**config.mk**
```make
export PLATFORM = sky130hd
export DESIGN_NAME = dram_bank_ctrl
export DESIGN_NICKNAME = d
export VERILOG_FILES = /design/src/rtl/dram_bank_ctrl.sv
export SDC_FILE = /design/constraint.sdc
export NUM_CORES = 1
export LEC_CHECK = 0
export ABC_AREA = 1
export CAP_MARGIN = 30
export CORE_MARGIN = 3
export CORE_UTILIZATION = 45
export CTS_BUF_LIST = sky130_fd_sc_hd__clkbuf_8
export CTS_CLUSTER_DIAMETER = 80
export DETAILED_ROUTE_END_ITERATION = 8
export HOLD_SLACK_MARGIN = 0.12
export PLACE_DENSITY = 0.86
export RECOVER_POWER = 100
export SLEW_MARGIN = 10
export SYNTH_ARGS = -nofsm -noshare
export SYNTH_HDL_FRONTEND = slang
export SYNTH_SLANG_ARGS = --single-unit
```
**constraint.sdc**
```tcl
create_clock -name clk -period 4 [get_ports clk]
set_clock_uncertainty 0.05 [all_clocks]
set_input_delay 0.8 -clock clk [delete_from_list [all_inputs] [get_ports clk]]
set_output_delay 0.8 -clock clk [all_outputs]
set_load 0.01 [all_outputs]
```
**src/rtl/dram_bank_ctrl.sv**
```systemverilog
// dram_bank_ctrl - per-bank DDR2 command sequencer.
//
// Takes one decoded request into a single-entry holding register and walks
// the bank through ACT / RD / WR / PRE / REF, offering each command to the
// shared scheduler as a req/gnt pair. DRAM timing is enforced with local
// saturating down-counters.
//
// Ports:
//   clk, rst                  controller clock, synchronous active-high reset
//   req_valid/req_ready       request handshake (ready = holding register empty)
//   req_id/ra/ca/len/wr       request fields
//   t_rcd/t_rp/t_ras/t_rfc    timing parameters in controller cycles
//   t_rtp/t_wtp
//   ref_due                   level refresh request; ref_done pulses on REF grant
//   sched_ra/ca/id/len        held request fields for the offered command
//   *_req / *_gnt             command offers and grants (act, rd, wr, pre, ref)
//
// Build option: define BK_AUTO_PRE_EN for a closed-page policy (precharge
// after a column command unless the next held request hits the open row).
// Default is open-page.
module dram_bank_ctrl #(
    parameter int ID_WIDTH = 4,
    parameter int RA_WIDTH = 14,
    parameter int CA_WIDTH = 10
) (
    input  logic                clk,
    input  logic                rst,
    input  logic                req_valid,
    output logic                req_ready,
    input  logic [ID_WIDTH-1:0] req_id,
    input  logic [RA_WIDTH-1:0] req_ra,
    input  logic [CA_WIDTH-1:0] req_ca,
    input  logic [3:0]          req_len,
    input  logic                req_wr,
    input  logic [3:0]          t_rcd,
    input  logic [3:0]          t_rp,
    input  logic [4:0]          t_ras,
    input  logic [7:0]          t_rfc,
    input  logic [3:0]          t_rtp,
    input  logic [3:0]          t_wtp,
    input  logic                ref_due,
    output logic                ref_done,
    output logic [RA_WIDTH-1:0] sched_ra,
    output logic [CA_WIDTH-1:0] sched_ca,
    output logic [ID_WIDTH-1:0] sched_id,
    output logic [3:0]          sched_len,
    output logic                act_req,
    output logic                rd_req,
    output logic                wr_req,
    output logic                pre_req,
    output logic                ref_req,
    input  logic                act_gnt,
    input  logic                rd_gnt,
    input  logic                wr_gnt,
    input  logic                pre_gnt,
    input  logic                ref_gnt
);

    typedef enum logic [1:0] {S_IDLE, S_ACTIVE, S_PRECHARGE, S_REFRESH} state_t;
    typedef enum logic [2:0] {C_NONE, C_ACT, C_RD, C_WR, C_PRE, C_REF} cmd_t;

    state_t state, state_n;
    cmd_t   cur, cur_n, offer;

    logic                held;
    logic [ID_WIDTH-1:0] h_id;
    logic [RA_WIDTH-1:0] h_ra;
    logic [CA_WIDTH-1:0] h_ca;
    logic [3:0]          h_len;
    logic                h_wr;
    logic [RA_WIDTH-1:0] open_row;

    // Counters hold (cycles remaining - 1): loading T-1 at the grant edge makes
    // the value reach 0 exactly in cycle N+T, so "met" is simply == 0.
    logic [3:0] cnt_rcd, cnt_rp, cnt_rtp;
    logic [4:0] cnt_ras;
    logic [7:0] cnt_rfc;
    logic [3:0] rtp_dec, rtp_new;

    logic rcd_ok, pre_ok, open_ok, row_hit;
    logic act_g, rd_g, wr_g, pre_g, ref_g, any_g;

`ifdef BK_AUTO_PRE_EN
    logic col_done;
`endif

    function automatic logic [3:0] ld4(input logic [3:0] t);
        return (t == 4'd0) ? 4'd0 : t - 4'd1;
    endfunction

    function automatic logic [4:0] ld5(input logic [4:0] t);
        return (t == 5'd0) ? 5'd0 : t - 5'd1;
    endfunction

    function automatic logic [7:0] ld8(input logic [7:0] t);
        return (t == 8'd0) ? 8'd0 : t - 8'd1;
    endfunction

    assign rcd_ok  = (cnt_rcd == '0);
    assign pre_ok  = (cnt_ras == '0) && (cnt_rtp == '0);
    assign open_ok = (cnt_rp == '0) && (cnt_rfc == '0);
    assign row_hit = (h_ra == open_row);

    // Offer selection. Once a command has been offered it is latched in cur
    // and re-offered unchanged until granted, so later changes of ref_due or
    // the holding register cannot withdraw or swap a pending offer.
    // PRECHARGE/REFRESH act as closed-bank states as soon as their timers are
    // met, so ACT/REF can be offered in the first legal cycle.
    always_comb begin
        offer = C_NONE;
        if (cur != C_NONE) begin
            offer = cur;
        end else begin
            case (state)
                S_ACTIVE: begin
                    if (ref_due) begin
                        if (pre_ok) offer = C_PRE;
                    end else if (held && row_hit) begin
                        if (rcd_ok) offer = h_wr ? C_WR : C_RD;
                    end else if (held) begin
                        if (pre_ok) offer = C_PRE;
                    end
`ifdef BK_AUTO_PRE_EN
                    else if (col_done) begin
                        if (pre_ok) offer = C_PRE;
                    end
`endif
                end
                default: begin
                    if (open_ok) begin
                        if (ref_due)   offer = C_REF;
                        else if (held) offer = C_ACT;
                    end
                end
            endcase
        end
    end

    assign act_req = (offer == C_ACT);
    assign rd_req  = (offer == C_RD);
    assign wr_req  = (offer == C_WR);
    assign pre_req = (offer == C_PRE);
    assign ref_req = (offer == C_REF);

    assign act_g = act_req & act_gnt;
    assign rd_g  = rd_req  & rd_gnt;
    assign wr_g  = wr_req  & wr_gnt;
    assign pre_g = pre_req & pre_gnt;
    assign ref_g = ref_req & ref_gnt;
    assign any_g = act_g | rd_g | wr_g | pre_g | ref_g;

    assign ref_done  = ref_g;
    assign req_ready = ~held;
    assign sched_ra  = h_ra;
    assign sched_ca  = h_ca;
    assign sched_id  = h_id;
    assign sched_len = h_len;

    always_comb begin
        state_n = state;
        cur_n   = any_g ? C_NONE : offer;
        case (state)
            S_ACTIVE: if (pre_g) state_n = S_PRECHARGE;
            default: begin
                if (act_g)                          state_n = S_ACTIVE;
                else if (ref_g)                     state_n = S_REFRESH;
                else if (state != S_IDLE && open_ok) state_n = S_IDLE;
            end
        endcase
    end

    always_comb begin
        rtp_dec = (cnt_rtp != '0) ? cnt_rtp - 4'd1 : '0;
        rtp_new = rd_g ? ld4(t_rtp) : ld4(t_wtp);
    end

    always_ff @(posedge clk) begin
        if (rst) begin
            state    <= S_IDLE;
            cur      <= C_NONE;
            held     <= 1'b0;
            h_id     <= '0;
            h_ra     <= '0;
            h_ca     <= '0;
            h_len    <= '0;
            h_wr     <= 1'b0;
            open_row <= '0;
            cnt_rcd  <= '0;
            cnt_rp   <= '0;
            cnt_rtp  <= '0;
            cnt_ras  <= '0;
            cnt_rfc  <= '0;
        end else begin
            state <= state_n;
            cur   <= cur_n;

            if (req_valid && !held) begin
                held  <= 1'b1;
                h_id  <= req_id;
                h_ra  <= req_ra;
                h_ca  <= req_ca;
                h_len <= req_len;
                h_wr  <= req_wr;
            end else if (rd_g || wr_g) begin
                held <= 1'b0;
            end

            if (act_g) open_row <= h_ra;

            if (act_g) begin
                cnt_rcd <= ld4(t_rcd);
                cnt_ras <= ld5(t_ras);
            end else begin
                cnt_rcd <= (cnt_rcd != '0) ? cnt_rcd - 4'd1 : '0;
                cnt_ras <= (cnt_ras != '0) ? cnt_ras - 5'd1 : '0;
            end

            if (pre_g) cnt_rp <= ld4(t_rp);
            else       cnt_rp <= (cnt_rp != '0) ? cnt_rp - 4'd1 : '0;

            if (ref_g) cnt_rfc <= ld8(t_rfc);
            else       cnt_rfc <= (cnt_rfc != '0) ? cnt_rfc - 8'd1 : '0;

            // RD->PRE and WR->PRE share a counter; keep whichever ends later.
            if (rd_g || wr_g) cnt_rtp <= (rtp_new > rtp_dec) ? rtp_new : rtp_dec;
            else              cnt_rtp <= rtp_dec;
        end
    end

`ifdef BK_AUTO_PRE_EN
    always_ff @(posedge clk) begin
        if (rst)                col_done <= 1'b0;
        else if (act_g)         col_done <= 1'b0;
        else if (rd_g || wr_g)  col_done <= 1'b1;
    end
`endif

endmodule

```
== Yosys cells after proc, flatten, opt, wreduce, memory -nomap -nowiden ==
Index checks and enable logic that the tools add are counted.
W data, S select, Z words.

* Bits in registers: 78
* Output and inout port bits: 39
* Input port bits: 71
* Logic and storage cells: 109

* Bitwise gates (word level): 10
* Muxes and demuxes: 36
* Eq/ne operators: 8
* Reductions and logical operators: 29
* Add/subtract/negate cells: 11
* Order comparisons: 1

{| class="wikitable"
|+ Operator list
! operator !! count
|-
| $mux W4 || 12
|-
| $logic_not A4 Y1 || 7
|-
| $sub A4 B1 Y4 const B || 7
|-
| $mux W3 || 8
|-
| $mux W8 || 3
|-
| $logic_not A8 Y1 || 2
|-
| $reduce_bool A4 Y1 || 4
|-
| $sub A8 B1 Y8 const B || 2
|-
| $mux W5 || 3
|-
| $eq A14 B14 Y1 || 1
|-
| $mux W2 || 6
|-
| $logic_not A5 Y1 || 2
|-
| $sub A5 B1 Y5 const B || 2
|-
| $reduce_bool A8 Y1 || 1
|-
| $eq A3 B2 Y1 const B || 2
|-
| $eq A3 B3 Y1 const B || 2
|-
| $and A1 B1 Y1 || 5
|-
| $logic_and A1 B1 Y1 || 5
|-
| $reduce_bool A5 Y1 || 1
|-
| $gt A4 B4 Y1 || 1
|-
| $mux W1 || 4
|-
| $or A1 B1 Y1 || 4
|-
| $reduce_bool A2 Y1 || 2
|-
| $eq A3 B1 Y1 const B || 1
|-
| other kinds (8) || 8
|}

== Depth between registers and ports, before layout ==
Gate-level depths: netlist of run 1.

* Depth after elaboration: 15
* Mapped depth: 22
* Mapped depth without buffers: 22

== Worst setup path after synthesis of run 1 ==
Ideal clock, no wire load.

* Path type: input to register
* From: input ref_due
* To: register cnt_rtp[0]
* Setup slack: 1127 ps
* Library setup time: 113 ps
* Path buffers: 0
* Data arrival time: 2710 ps
* Stages on the path: 17
* Required time: 3837 ps
* Path through: inv_1 > nand2_1 > nand3_1 > nand2_1 > a21oi_1 > nand3_4 > nor2_1 > a21oi_1 > ha_1 > nand2_1 > inv_1 > a221oi_1 > a31oi_1 > nand2_2 > o21ai_0 > nand2_1 > nor2_1

* Longest elaborated chain between the ends: 10
* Elaborated cells between the ends (all ways): 14
* Those cells by class: 1 x order compare; 2 x eq/ne; 8 x mux; 2 x bitwise; 1 x reduce/logical

{| class="wikitable"
|+ RTL lines
! what !! line !! text
|-
| start, declared || 41 || <nowiki>input logic ref_due,</nowiki>
|-
| $mux W3 || 131 || <nowiki>if (ref_due) offer = C_REF;</nowiki>
|-
| $mux W3 || 130 || <nowiki>if (open_ok) begin</nowiki>
|-
| $mux W3 * || 114 || <nowiki>case (state)</nowiki>
|-
| $mux W3 * || 111 || <nowiki>if (cur != C_NONE) begin</nowiki>
|-
| $eq A3 B2 Y1 || 140 || <nowiki>assign rd_req = (offer == C_RD);</nowiki>
|-
| $and A1 B1 Y1 || 146 || <nowiki>assign rd_g = rd_req & rd_gnt;</nowiki>
|-
| $mux W4 || 174 || <nowiki>rtp_new = rd_g ? ld4(t_rtp) : ld4(t_wtp);</nowiki>
|-
| $gt A4 B4 Y1 || 225 || <nowiki>if (rd_g || wr_g) cnt_rtp <= (rtp_new > rtp_dec) ? rtp_new : rtp_dec;</nowiki>
|-
| $mux W4 || 225 ||
|-
| $mux W4 * || 225 ||
|-
| end signal, assigned || 225 ||
|-
| end signal, assigned || 226 || <nowiki>else cnt_rtp <= rtp_dec;</nowiki>
|-
| end, declared || 75 || <nowiki>logic [3:0] cnt_rcd, cnt_rp, cnt_rtp;</nowiki>
|}

Every way passes the cells marked *; elsewhere a longest branch is shown, timed or not.
A chain may end at the register's enable or synchronous reset.

== Worst setup path in the final report of run 1 ==
* From: input ref_due
* To: output ref_done

* Longest elaborated chain between the ends: 6
* Elaborated cells between the ends (all ways): 7
* Those cells by class: 1 x eq/ne; 5 x mux; 1 x bitwise

{| class="wikitable"
|+ RTL lines
! what !! line !! text
|-
| $mux W3 || 131 ||
|-
| $mux W3 || 130 ||
|-
| $mux W3 * || 114 ||
|-
| $mux W3 * || 111 ||
|-
| $eq A3 B3 Y1 * || 143 || <nowiki>assign ref_req = (offer == C_REF);</nowiki>
|-
| $and A1 B1 Y1 * || 149 || <nowiki>assign ref_g = ref_req & ref_gnt;</nowiki>
|-
| end, declared || 42 || <nowiki>output logic ref_done,</nowiki>
|}

Marked as above.

==> results of run 1 <==
[synth_stat cells, types with 5 or more instances]
| master | instances | area share, % |
|---|---|---|
| o21ai_0 | 67 | 7.9 |
| clkbuf_1 | 13 | 1.1 |
| nor3_1 | 6 | 0.71 |
| a21oi_1 | 59 | 6.9 |
| inv_1 | 79 | 7.0 |
| or2_1 | 6 | 0.88 |
| nand4_1 | 5 | 0.74 |
| nor2_1 | 103 | 9.1 |
| nand2_1 | 132 | 12 |
| ha_1 | 10 | 2.9 |
| nand3_1 | 16 | 1.9 |
| dfxtp_1 | 78 | 37 |
| xor2_1 | 11 | 2.3 |
| o21ai_1 | 5 | 0.59 |
[per-stage QoR]
stage,power (mW),instances
floorplan,2.066,640
global placement,2.373,842
detailed placement,2.450,842
CTS,3.137,858
global route,3.341,858
finish,3.077,858
[logic make-up (layout without fill, tap and decap cells)]
kind of cell	count (synthesis)	in the layout	share of synthesized area, %
DFF	78	78	36.74
buffers and inverters	102	212	9.596
and+or+nand+nor	292	292	29.97
xor gates and xnor gates	15	15	3.091
adders and majority gates	10	10	2.944
AOI/OAI and AO/OA	143	143	17.66
[worst max-delay path: stages]
cell	delay, ns
clkdlybuf4s50_1	0.52
inv_1	0.07
nand2_1	0.09
nand3_1	0.08
a21oi_1	0.16
nand2_1	0.11
nand2_4	0.11
nand2_2	0.09
inv_1	0.10
nand3_4	0.08
inv_1	0.12
clkdlybuf4s50_1	0.55
[registers in the layout, indices dropped and copies added, names as in the netlist]
signal	flops
cnt_ras	5
cnt_rcd	4
cnt_rfc	8
cnt_rp	4
cnt_rtp	4
cur	3
h_wr	1
held	1
open_row	14
sched_ca	10
sched_id	4
sched_len	4
sched_ra	14
state	2
[report_power, final]
part	total (mW)	internal, mW	switching, mW
sequential	1.07	0.955	0.112
clock	0.676	0.361	0.314
combinational	1.33	0.542	0.791
[worst paths after layout]
kind / endpoint / startpoint / slack [ns] / cells after the start
worst max-delay path: ref_done / ref_due / 0.26 / 12
worst min register to register: state[0] / state[0] / 0.41 / 2
worst min-delay path: state[0] / state[0] / 0.41 / 2
worst max register to register: cur[1] / cnt_ras[0] / 0.64 / 15
[metal layers]
layer | wire [µm] | part of all wire (%) | global-route usage (%)
met5 | 0 | 0 | 0
met4 | 184 | 1.7 | 7.271
met3 | 817 | 7.5 | 7.780
met2 | 5338 | 49 | 36.61
met1 | 4496 | 41 | 23.62
[area by class of cell]
| cell class | instances | area [µm²] |
|---|---|---|
| clock buffer | 9 | 123.9 |
| clock inverter | 7 | 102.6 |
| fill | 789 | 3338 |
| inverter | 83 | 311.5 |
| multi-input combinational | 460 | 2253 |
| sequential | 78 | 1562 |
| tap | 108 | 135.1 |
| timing repair buffer | 113 | 1107 |
==> flow_metrics.env, run 1 <==
export IMPL_achievable_frequency_ghz=0.2674
export IMPL_layout_worst_path_cycle_share_pct=93.49
export IMPL_placement_rows=34
export IMPL_postCtsResizedCells=0
export IMPL_timing_hold_violations_final=0
export IMPL_grt_pass1_vias=4261
export IMPL_cts_setup_buffers=0
export IMPL_slew_viol_final=90
export IMPL_power_ir_vdd_worst_mv=0.2273
export IMPL_postSynthNetCount=721
export IMPL_power_leakage_nw=2.572
export IMPL_skew_pair_late_insertion_delay_ns=0.36
export IMPL_cts_sink_count=78
export IMPL_dpl_worst_slack_ns=0.2728
export IMPL_synthFlopType="dfxtp_1"
export IMPL_grt_first_pass_wirelength_um=18060
export IMPL_layout_common_cells="134 x nand2_1, 105 x nor2_1, 80 x inv_1"
export IMPL_synth_edf_count=0
export IMPL_number_of_buffers_added_by_the_clock_tree_synthesis_step=9
export IMPL_gpl_final_weighted_congestion=0.8285
export IMPL_synth_yosys_seq_area_share_pct=36.74
export IMPL_critPathRequiredTime_ns=3.15
export IMPL_layout_commonest_cell="nand2_1"
export IMPL_drt_first_pass_iters=5
export IMPL_initial_core_utilization_pct=47.58
export IMPL_async_reset_ff_share_pct=0
export IMPL_die_height_um=103.2
export IMPL_holdCritPathClass="reg -> reg"
export IMPL_port_buffers=109
export IMPL_drt_wirelength_per_cell_um=12.63
export IMPL_cts_max_level=3
export IMPL_slew_limit_headroom_pct=-12.80
export IMPL_totalNegativeSetupSlack_ns=0
export IMPL_worst_path_max_fanout=5
export IMPL_utilization_pct=62.63
export IMPL_placeableCoreArea_um2=8934
export IMPL_failing_checks="max-capacitance violations, max-slew violations"
export IMPL_post_synth_inst_count=640
export IMPL_design_portCount=110
export IMPL_grt_usage_pct=21.01
export IMPL_synth_area_per_cell_um2=6.641
export IMPL_post_route_worst_setup_slack_ns=0.2605
export IMPL_clock_path_buffers=2
export IMPL_drt_drc_violations_left=0
export IMPL_cts_hold_repair_buffers=0
export IMPL_worstSetupStartpointType="primary input"
export IMPL_period_minus_slack_ns=3.740
export IMPL_final_antenna_net_count=0
export IMPL_number_of_flip_flops_and_latches_in_the_synthesized_netlist=78
export IMPL_dieArea_um2=10650
export IMPL_power_per_cell_area_nw_per_um2=549.8
export IMPL_routed_wl_um=10840
export IMPL_dr_first_iter_drc_count=157
export IMPL_cts_tree="built"
export IMPL_critPathCaptureType="output port"
export IMPL_fin_hold_ws_ns=0.4139
export IMPL_cp_arrival_ns=2.89
export IMPL_overflow_left_after_global_routing=0
export IMPL_maxCapViolations=2
export IMPL_via_per_inst=5.056
export IMPL_final_cell_area_um2=5595
export IMPL_synth_cell_type_count=41
export IMPL_total_standard_cell_area_after_synthesis_um2=4250
export IMPL_flow_area_growth_from_synthesis_pct=31.65
export IMPL_placed_cell_area_um2=5410
export IMPL_rsz0062_at_grt="no"
export IMPL_setup_worst_path_class="in -> out"
export IMPL_drive_gt1_share_pct=4.667
export IMPL_vias=4338
export IMPL_grt_start_max_net_pins=51
export IMPL_report_final_setup_viol=0
export IMPL_finalNetCount=826
export IMPL_antenna_found_initial=0
export IMPL_yosys_warnings=0
export IMPL_tightest_slew_ns=1.692
export IMPL_die_width_um=103.2
export IMPL_dp_hpwl_um=8256
export IMPL_status="finished, violations left"
export IMPL_antenna_cells_inserted=0
export IMPL_root_buffer="clkbuf_8"
export IMPL_clkSlewWorstSetupHoldPaths_ns=0.08
(Power assumes the default switching activity.)
==> run 2: changes to the inputs <==
--- a/config.mk
+++ b/config.mk
@@ -15,7 +15,7 @@
 export HOLD_SLACK_MARGIN = 0.12
 export PLACE_DENSITY = 0.86
 export RECOVER_POWER = 100
-export SLEW_MARGIN = 10
+export SLEW_MARGIN = 20
 export SYNTH_ARGS = -nofsm -noshare
 export SYNTH_HDL_FRONTEND = slang
 export SYNTH_SLANG_ARGS = --single-unit
==> results of run 2 <==
The final DEF is identical to that of run 1; final timing and power are the same.
==> run 3: changes to the inputs <==
==> constraint.sdc (replaced) <==
create_clock -name clk -period 4 [get_ports clk]
set_clock_uncertainty 0.05 [all_clocks]
set_input_delay 0.4 -clock clk [delete_from_list [all_inputs] [get_ports clk]]
set_output_delay 0.4 -clock clk [all_outputs]
set_load 0.01 [all_outputs]
==> run 3 against run 2 <==
Against the previous run: the run now ends clean; global-route usage barely moved; clock power rose by 9.3%; worst hold slack improved by 0.0012 ns; sequential share of layout area barely moved; non-clock buffer count fell by 1; count of clock-buffer cells in the layout rose by 2; critical path depth rose by 1; final area barely moved; wire length fell by 0.19%; critical path type is now reg -> out; largest cell class unchanged; highest routed layer unchanged.
==> flow_metrics.env, run 3 (synthesis results as in run 1) <==
export IMPL_status="finished clean"
export IMPL_power_leakage_nw=2.574
export IMPL_initial_core_utilization_pct=47.58
export IMPL_drive_gt1_share_pct=4.139
export IMPL_cp_arrival_ns=2.92
export IMPL_flow_area_growth_from_synthesis_pct=31.56
export IMPL_slew_viol_final=0
export IMPL_layout_worst_path_cycle_share_pct=84.32
export IMPL_period_minus_slack_ns=3.373
export IMPL_final_antenna_net_count=0
export IMPL_crit_path_cell_trace="inv_1 -> ha_1 -> nand2_1 -> nor2_1 -> inv_1 -> nor3_1 -> nand3_1 -> nand2_1 -> nand2_1 -> nand2_1 -> nand3_1 -> inv_1 -> clkdlybuf4s50_1"
export IMPL_clkSlewWorstSetupHoldPaths_ns=0.08
export IMPL_power_ir_vdd_worst_mv=0.2705
export IMPL_port_buffers=109
export IMPL_grt_pass1_vias=4228
export IMPL_dp_hpwl_um=8222
export IMPL_timing_reg2reg_setup_slack_ns=0.69
export IMPL_setup_worst_path_class="reg -> out"
export IMPL_clock_path_buffers=2
export IMPL_critPathCaptureType="output port"
export IMPL_routed_wl_um=10820
export IMPL_dieArea_um2=10650
export IMPL_timing_hold_violations_final=0
export IMPL_via_per_inst=5.001
export IMPL_die_width_um=103.2
export IMPL_achievable_frequency_ghz=0.2965
export IMPL_layout_common_cells="136 x nand2_1, 105 x nor2_1, 80 x inv_1"
export IMPL_min_from="state[0]"
export IMPL_ff_latch_area_um2=1562
export IMPL_power_total_mw=3.100
export IMPL_hold_depth=2
export IMPL_dr_first_iter_drc_count=198
export IMPL_design_portCount=110
export IMPL_vias=4286
export IMPL_slew_limit_headroom_pct=26.69
export IMPL_multiInputGateArea_um2=2221
export IMPL_antenna_cells_inserted=0
export IMPL_grt_met1_usage_pct=23.26
export IMPL_finalNetCount=825
export IMPL_critPathRequiredTime_ns=3.55
export IMPL_cts_sink_count=78
export IMPL_maxCapViolations=0
export IMPL_drt_first_pass_iters=4
export IMPL_postCtsResizedCells=0
export IMPL_root_buffer="clkbuf_8"
export IMPL_cts_max_level=3
export IMPL_tightest_slew_ns=1.100
export IMPL_holdCritPathClass="reg -> reg"
export IMPL_grt_first_pass_wirelength_um=18000
export IMPL_skew_pair_late_insertion_delay_ns=0.35
export IMPL_rr_worst_depth=19
export IMPL_max_stage_delay_ns=0.56
export IMPL_gr_max_usage_layer="met2"
export IMPL_drt_drc_violations_left=0
export IMPL_fillCellCount=806
export IMPL_worst_path_max_fanout=7
export IMPL_grt_util_met3_pct=8.384
export IMPL_reg2reg_from="sched_ra[3]"
export IMPL_cts_hold_repair_buffers=0
export IMPL_grtUsageMet2_pct=37.59
export IMPL_gpl_final_weighted_congestion=0.8710
export IMPL_number_of_buffers_added_by_the_clock_tree_synthesis_step=9
export IMPL_cts_tree="built"
export IMPL_grt_usage_pct=20.99
export IMPL_cts_setup_buffers=0
export IMPL_holdPathEnd="state[0]"
export IMPL_drt_wirelength_per_cell_um=12.62
export IMPL_report_final_setup_viol=0
export IMPL_overflow_left_after_global_routing=0
export IMPL_totalNegativeSetupSlack_ns=0
export IMPL_power_per_cell_area_nw_per_um2=554.5
export IMPL_worstSetupStartpointType="flop"
export IMPL_die_height_um=103.2
export IMPL_layout_commonest_cell="nand2_1"
export IMPL_grt_start_max_net_pins=42
export IMPL_worst_path_max_delay_cell="clkdlybuf4s50_1"
export IMPL_r2r_end="cnt_rtp[0]"
export IMPL_placeableCoreArea_um2=8934
export IMPL_antenna_found_initial=0
export IMPL_cp_common_cell="nand2_1"
export IMPL_placement_rows=34
export IMPL_rsz0062_at_grt="no"
-- run 3: cell count changes in the layout (fill, tap and decap cells not counted), moves of 2 or more --
| cell | delta |
|---|---|
| clkbuf_8 | +2 |
| inv_6 | -3 |
| nand2_1 | +2 |
| clkinvlp_4 | +2 |
-- run 3: worst max path at each step --
stage	startpoint	to	slack (ns)	cells after the start
3_3_place_gp	ref_due	cnt_rtp[0]	0.90	18
2_1_floorplan	cnt_rfc[0]	cnt_rtp[0]	1.31	21
5_1_grt	cnt_rfc[0]	ref_done	0.31	13
4_1_cts	cnt_ras[0]	ref_done	0.87	13
3_5_place_dp	ref_due	cnt_rtp[0]	0.74	18
6_report	cnt_rfc[0]	ref_done	0.63	13
-- run 3: routing by layer --
layer  wire length [µm]  share of wire (%)
met1               4422                 41
met2               5333                 49
met3                901                8.3
met4                160                1.5
met5                  0                  0
-- run 3: final cells by class --
class	instances	share of cell area (%)
flip-flops and latches	78	27.93
well taps	108	2.417
multi-input cells	460	39.72
clock buffers	11	2.708
inverters	83	5.572
clock inverters	5	1.880
repair buffers	112	19.78
-- run 3: stage by stage --
step | worst slack, ns | std cells | util (%) | cell area [µm²] | hold slack, ns
floorplan | 1.308 | 640 | - | 4250 | 0.3800
global placement | 0.9044 | 841 | 60.48 | 5403 | 0.3973
detailed placement | 0.7375 | 841 | 60.48 | 5403 | 0.4064
CTS | 0.8659 | 857 | 63.35 | 5659 | 0.4166
global route | 0.3072 | 857 | 62.59 | 5592 | 0.4433
finish | 0.6273 | 857 | 62.59 | 5592 | 0.4151
-- run 3: worst max-delay path: cells and delay by family, from the launching register on --
kind                       cells  cell delay [ns]
adders and majority gates      1             0.16
buffers and inverters          4             0.92
DFF                            1             0.31
and+or+nand+nor                8             1.19
-- run 3: power by group --
part / switching, mW / total, mW / leakage (nW) / internal, mW
clock: 0.291 / 0.739 / 0.122 / 0.449
combinational: 0.764 / 1.29 / 1.81 / 0.529
sequential: 0.113 / 1.07 / 0.641 / 0.956
total: 1.17 / 3.10 / 2.57 / 1.93
